`src/rtl/ssram_arbiter.sv`:
```
// -----------------------------------------------------------------------------
// ssram_arbiter
//
// Two-requester arbiter in front of a single-port synchronous SRAM. Requester
// A (host) and requester B (core) each issue single read or write commands
// with a req/ack handshake. The winner's command is latched and then driven
// onto the SSRAM bus. Addresses at or above DEPTH are not sent to the SSRAM.
// They complete with an error flag instead.
//
// Transaction timeline, counted in cycles after the request is sampled in IDLE:
//   write            : IDLE -> CMD (mem_we/mem_oe) -> ACK                 (ack at +2)
//   read             : IDLE -> CMD (mem_re) -> WAIT x RD_LAT -> ACK       (ack at +2+RD_LAT)
//   out-of-range     : IDLE -> CMD (no strobe) -> ACK with err=1          (ack at +2)
//
// Configuration macro:
//   SSRAM_ARB_RR_EN  defined   : simultaneous requests are granted round-robin.
//                               The requester that was not granted last wins.
//                    undefined : A always wins simultaneous requests (fixed priority).
//
// Parameters:
//   DW      data width
//   AW      address width
//   DEPTH   number of implemented SSRAM words (valid addresses 0..DEPTH-1)
//   RD_LAT  cycles from mem_re to valid mem_rdata (legal range 1..4)
//
// Ports:
//   clk, rst                     clock; asynchronous active-low reset
//   a_req/a_we/a_addr/a_wdata    requester A command (we: 1=write, 0=read)
//   a_ack/a_err/a_rdata          requester A completion, error, read data
//   b_*                          requester B, same as A
//   mem_we/mem_re                SSRAM write / read strobes
//   mem_addr/mem_wdata/mem_oe    SSRAM address, write data, data-bus drive enable
//   mem_rdata                    SSRAM read data
// -----------------------------------------------------------------------------
module ssram_arbiter #(
    parameter int DW     = 16,
    parameter int AW     = 8,
    parameter int DEPTH  = 64,
    parameter int RD_LAT = 1
) (
    input  logic          clk,
    input  logic          rst,

    input  logic          a_req,
    input  logic          a_we,
    input  logic [AW-1:0] a_addr,
    input  logic [DW-1:0] a_wdata,
    output logic          a_ack,
    output logic          a_err,
    output logic [DW-1:0] a_rdata,

    input  logic          b_req,
    input  logic          b_we,
    input  logic [AW-1:0] b_addr,
    input  logic [DW-1:0] b_wdata,
    output logic          b_ack,
    output logic          b_err,
    output logic [DW-1:0] b_rdata,

    output logic          mem_we,
    output logic          mem_re,
    output logic [AW-1:0] mem_addr,
    output logic [DW-1:0] mem_wdata,
    output logic          mem_oe,
    input  logic [DW-1:0] mem_rdata
);

    typedef enum logic [1:0] {
        IDLE = 2'd0,
        CMD  = 2'd1,
        WAIT = 2'd2,
        ACK  = 2'd3
    } state_t;

    typedef enum logic {
        SEL_A = 1'b0,
        SEL_B = 1'b1
    } sel_t;

    // The wait counter runs 0..RD_LAT-1. Two bits cover the full legal range 1..4.
    localparam logic [1:0] WAIT_LAST = 2'(RD_LAT - 1);
    // One extra bit lets DEPTH reach 2**AW without wrapping to zero.
    localparam logic [AW:0] DEPTH_LIM = (AW+1)'(DEPTH);

    state_t        state;
    state_t        state_next;
    sel_t          grant;        // requester owning the transaction in flight
    sel_t          grant_next;   // arbitration result, used only in IDLE

    logic          cmd_we;
    logic [AW-1:0] cmd_addr;
    logic [DW-1:0] cmd_wdata;
    logic [1:0]    wait_cnt;

    logic          any_req;
    logic          in_range;
    logic          wait_done;

    assign any_req   = a_req | b_req;
    assign in_range  = ({1'b0, cmd_addr} < DEPTH_LIM);
    assign wait_done = (wait_cnt == WAIT_LAST);

    // -------------------------------------------------------------------------
    // Arbitration
    // -------------------------------------------------------------------------
`ifdef SSRAM_ARB_RR_EN
    sel_t last_grant;

    always_comb begin
        if (a_req && b_req) begin
            grant_next = (last_grant == SEL_A) ? SEL_B : SEL_A;
        end else if (a_req) begin
            grant_next = SEL_A;
        end else begin
            grant_next = SEL_B;
        end
    end

    // Reset to B, so A wins the first simultaneous request after reset.
    always_ff @(posedge clk or negedge rst) begin
        if (!rst) begin
            last_grant <= SEL_B;
        end else if (state == IDLE && any_req) begin
            last_grant <= grant_next;
        end
    end
`else
    always_comb begin
        grant_next = a_req ? SEL_A : SEL_B;
    end
`endif

    // -------------------------------------------------------------------------
    // State register
    // -------------------------------------------------------------------------
    // NOTE: sequential state uses non-blocking (<=) so every flop samples
    // pre-edge values; combinational blocks below use blocking (=).
    always_ff @(posedge clk or negedge rst) begin
        if (!rst) begin
            state <= IDLE;
        end else begin
            state <= state_next;
        end
    end

    // -------------------------------------------------------------------------
    // Next state and outputs
    // Strobes, acks and the bus are decoded from the registered state. This
    // lets an asynchronous reset drop them at once without waiting for a clock
    // edge.
    // -------------------------------------------------------------------------
    always_comb begin
        // NOTE: every output gets a default before the case statement, so no
        // path through the block leaves a value unassigned (no latches).
        state_next = state;
        mem_we     = 1'b0;
        mem_re     = 1'b0;
        mem_oe     = 1'b0;
        mem_addr   = '0;
        mem_wdata  = '0;
        a_ack      = 1'b0;
        b_ack      = 1'b0;
        a_err      = 1'b0;
        b_err      = 1'b0;

        case (state)
            IDLE: begin
                if (any_req) begin
                    state_next = CMD;
                end
            end

            CMD: begin
                mem_addr  = cmd_addr;
                mem_wdata = cmd_wdata;
                if (!in_range) begin
                    state_next = ACK;
                end else if (cmd_we) begin
                    mem_we     = 1'b1;
                    mem_oe     = 1'b1;
                    state_next = ACK;
                end else begin
                    mem_re     = 1'b1;
                    state_next = WAIT;
                end
            end

            WAIT: begin
                mem_addr  = cmd_addr;
                mem_wdata = cmd_wdata;
                if (wait_done) begin
                    state_next = ACK;
                end
            end

            ACK: begin
                mem_addr   = cmd_addr;
                mem_wdata  = cmd_wdata;
                a_ack      = (grant == SEL_A);
                b_ack      = (grant == SEL_B);
                a_err      = (grant == SEL_A) && !in_range;
                b_err      = (grant == SEL_B) && !in_range;
                state_next = IDLE;
            end

            default: begin
                state_next = IDLE;
            end
        endcase
    end

    // -------------------------------------------------------------------------
    // Command latch, wait counter and per-requester read data
    // The command is captured only in IDLE. Requesters may therefore change
    // their inputs freely while a transaction is in flight.
    // -------------------------------------------------------------------------
    always_ff @(posedge clk or negedge rst) begin
        if (!rst) begin
            grant     <= SEL_B;
            cmd_we    <= 1'b0;
            cmd_addr  <= '0;
            cmd_wdata <= '0;
            wait_cnt  <= '0;
            a_rdata   <= '0;
            b_rdata   <= '0;
        end else begin
            case (state)
                IDLE: begin
                    if (any_req) begin
                        grant <= grant_next;
                        if (grant_next == SEL_A) begin
                            cmd_we    <= a_we;
                            cmd_addr  <= a_addr;
                            cmd_wdata <= a_wdata;
                        end else begin
                            cmd_we    <= b_we;
                            cmd_addr  <= b_addr;
                            cmd_wdata <= b_wdata;
                        end
                    end
                end

                CMD: begin
                    wait_cnt <= '0;
                    // An out-of-range read still counts as a read completion.
                    // It returns zero data.
                    if (!in_range && !cmd_we) begin
                        if (grant == SEL_A) begin
                            a_rdata <= '0;
                        end else begin
                            b_rdata <= '0;
                        end
                    end
                end

                WAIT: begin
                    wait_cnt <= wait_cnt + 2'd1;
                    // Capture on the final WAIT edge so data is stable during ACK.
                    if (wait_done) begin
                        if (grant == SEL_A) begin
                            a_rdata <= mem_rdata;
                        end else begin
                            b_rdata <= mem_rdata;
                        end
                    end
                end

                default: begin
                end
            endcase
        end
    end

endmodule

```
`config.mk`:
```
export PLATFORM = sky130hd
export DESIGN_NAME = ssram_arbiter
export DESIGN_NICKNAME = d
export VERILOG_FILES = /design/src/rtl/ssram_arbiter.sv
export SDC_FILE = /design/constraint.sdc
export NUM_CORES = 1
export LEC_CHECK = 0
export BUFFER_PORTS_ARGS = -buffer_cell sky130_fd_sc_hd__buf_2
export CORE_UTILIZATION = 47
export CTS_CLUSTER_DIAMETER = 120
export DETAILED_ROUTE_END_ITERATION = 8
export HOLD_SLACK_MARGIN = 0.08
export PLACE_DENSITY_LB_ADDON = 0.2
export SLEW_MARGIN = 20
export SYNTH_ARGS = -nofsm -noshare
export SYNTH_HDL_FRONTEND = slang
export SYNTH_SLANG_ARGS = --single-unit
```
`constraint.sdc`:
```
create_clock -name clk -period 2.1 [get_ports clk]
set_input_delay 0.315 -clock clk [delete_from_list [all_inputs] [get_ports clk]]
set_output_delay 0.315 -clock clk [all_outputs]
set_load 0.1 [all_outputs]
```
==> impl_metrics.ini <==
[job]
maxCapViolCount = 0

[detailed_routing]
vias_per_cell = 5.149
wire_per_inst_um = 13.39
drt_iter0_markers = 113
wl_mm = 6.282
drc_errors = 0
first_pass_iters = 4
vias = 2415
antenna_left = 0

[placed_design]
post-place-ws_ps = 51.31
globalplace.congestion = 0.8461
hpwl_mm = 4.472
dpl_cell_area_um2 = 3696
port_buffers = 132

[die]
fp.coreArea_um2 = 5921
die-area_um2 = 6459
die_w_um = 80.37
io_pins = 133
rows = 28
initial_core_util_pct = 48.75
fp.dieH_um = 80.37

[cells_and_area]
area_delta_synth_final_pct = 38.88
layout-drive-gt1-share_pct = 42.64
final_area_um2 = 4009
insertedDiodeCount = 0
nets = 465
fill_cells = 473
multi_input_area_um2 = 1240
finalCoreUtilization_pct = 67.71
seqCellArea_um2 = 1553

[sta]
period_needed_ps = 2003
hold_viol = 0
grt_setup_unrepaired = false
skew_ps = 7.650
post-route-period-util_pct = 95.37
fmax_mhz = 499.3
setup_slack_ps = 97.15
drv_slew = 0
slew_headroom_pct = 59.32
tightest_slew_ps = 610.2
setup_viol = 0

[synthesis]
ys.warnings.count = 0
synth_nets = 333
synth_commonest_cells = 61 x dfrtp_1, 32 x a32o_1, 28 x nand2_1, 28 x o21ai_0, 26 x nor2b_1
synth_area_leaders = dfrtp_1 53%, a32o_1 11%, mux2i_1 8.7%
syn-instance-count = 257
synth_top_area_share_pct = 52.88
synth_seq_cells = 62
yosysMostFrequentCell = dfrtp_1
ys_seq_area_share_pct = 53.79
synth-edff-count = 0
yosysTopAreaCell = dfrtp_1
syn-cell-area_um2 = 2887
syn_avg_cell_area_um2 = 11.23
synth_cell_types = 29
synthArstFlopShare_pct = 100.0
synth_ff_type = dfrtp_1

[critical_path]
crit_path_cell_trace = inv_1, ha_1, buf_12, nor2b_1, buf_4
critPathMaxStageDelay_ps = 410
rrSetupSlack_ps = 260
crit_slowest_cell = dfrtp_1
path_class = flop to output pin
cp_top_family = buffers and inverters
cp.required_ps = 1780
arrival_ps = 1690
setup.worst_path.end_class = output pin
cp-start-kind = flop
critPathMaxFanout = 26
cp_num_buf_inv = 3

[grt]
grt_pass1_wl_mm = 9.963
antenna_found_initial = 0
grt-ovfl-total = 0
grt_use_total_pct = 20.59
grt_pass1_vias = 2181
grt_max_degree = 51

[clock_tree]
root_buffer = clkbuf_8
cts_buffer_depth = 2
htreeDepth = 3
cts_tree = done
clock_sinks = 62
numCtsBuffers = 9
insertion_delay_ps = 330
cts.clk_slew.worst_paths_ps = 70

[outcome]
run_status = complete, no violations

[hold_path]
hold_path.class = input port to flop
==> state kept, by name, summed over array words and instances (netlist names) <==
signal	count
a_rdata	16
b_rdata	16
cmd_wdata	16
cmd_addr	8
state	2
wait_cnt	2
cmd_we	1
grant	1
==> metrics by stage <==
step                hold slack [ps]  cells  setup TNS (ps)
finish                        238.1    469               0
global route                  228.4    469               0
CTS                           223.8    468          -135.6
detailed placement            358.4    451               0
global placement              353.3    451               0
floorplan                     19.41    257          -11160
==> cells in the final DEF (no fill, tap or decap), types with 2 or more instances in the layout <==
master	instances
buf_2	105
buf_12	6
a21oi_1	3
nor2b_1	24
buf_6	2
mux2i_1	25
nor3b_2	2
clkbuf_8	9
nand2_1	28
nand3_1	2
nor2_1	5
nor2b_2	2
ha_1	5
clkinv_4	3
buf_4	25
clkbuf_4	2
inv_1	5
a2111o_2	2
bufinv_16	2
a32o_1	32
o21ai_0	28
dfrtp_1	61
==> cell families (layout without fill, tap and decap cells) <==
| group | Yosys count | after routing | share of synthesized area (%) |
|---|---|---|---|
| adders and majority gates | 6 | 6 | 2.601 |
| and+or+nand+nor | 68 | 68 | 11.79 |
| muxes | 26 | 26 | 9.059 |
| AOI/OAI and AO/OA | 70 | 70 | 18.55 |
| DFF | 62 | 62 | 53.79 |
| buffers and inverters | 25 | 162 | 4.205 |
==> path summary, 6_finish.rpt <==
path	from	end	cells after the start
min in group asynchronous	rst	a_rdata[12]$_DFFE_PN0P_	2
max reg2reg	state[1]$_DFFE_PN0P_	a_rdata[11]$_DFFE_PN0P_	5
min	mem_rdata[6]	b_rdata[6]$_DFFE_PN0P_	2
max in group asynchronous	rst	cmd_wdata[3]$_DFFE_PN0P_	3
max	state[1]$_DFFE_PN0P_	mem_wdata[13]	5
min reg2reg	cmd_addr[4]$_DFFE_PN0P_	cmd_addr[4]$_DFFE_PN0P_	2
==> area by class of cell <==
class	count	share of cell area (%)
sequential	62	38.73
multi-input combinational	170	30.93
timing repair buffer	141	21.97
clock buffer	9	3.090
clock inverter	7	2.466
tap	75	2.341
inverter	5	0.4682
==> layer usage <==
layer	vias to the layer above	wire, um	track usage, %
met1	1116	2866	25.75
met3	8	421	5.682
met5	-	0	0
li1	1200	-	-
met4	0	81	9.464
met2	91	2913	32.97
==> timing repair <==
action / CTS / global route
hold buffers: 1 / 0
hold endpoints to repair: 24 / 0
setup endpoints to repair: 23 / 52
gates resized for setup: 21 / 8
pin swaps: 0 / 2
setup buffers: 0 / 1
Power is left out: the tool's default activity adds up to more than one toggle a clock period on the data nets, which glitch-free logic cannot reach.
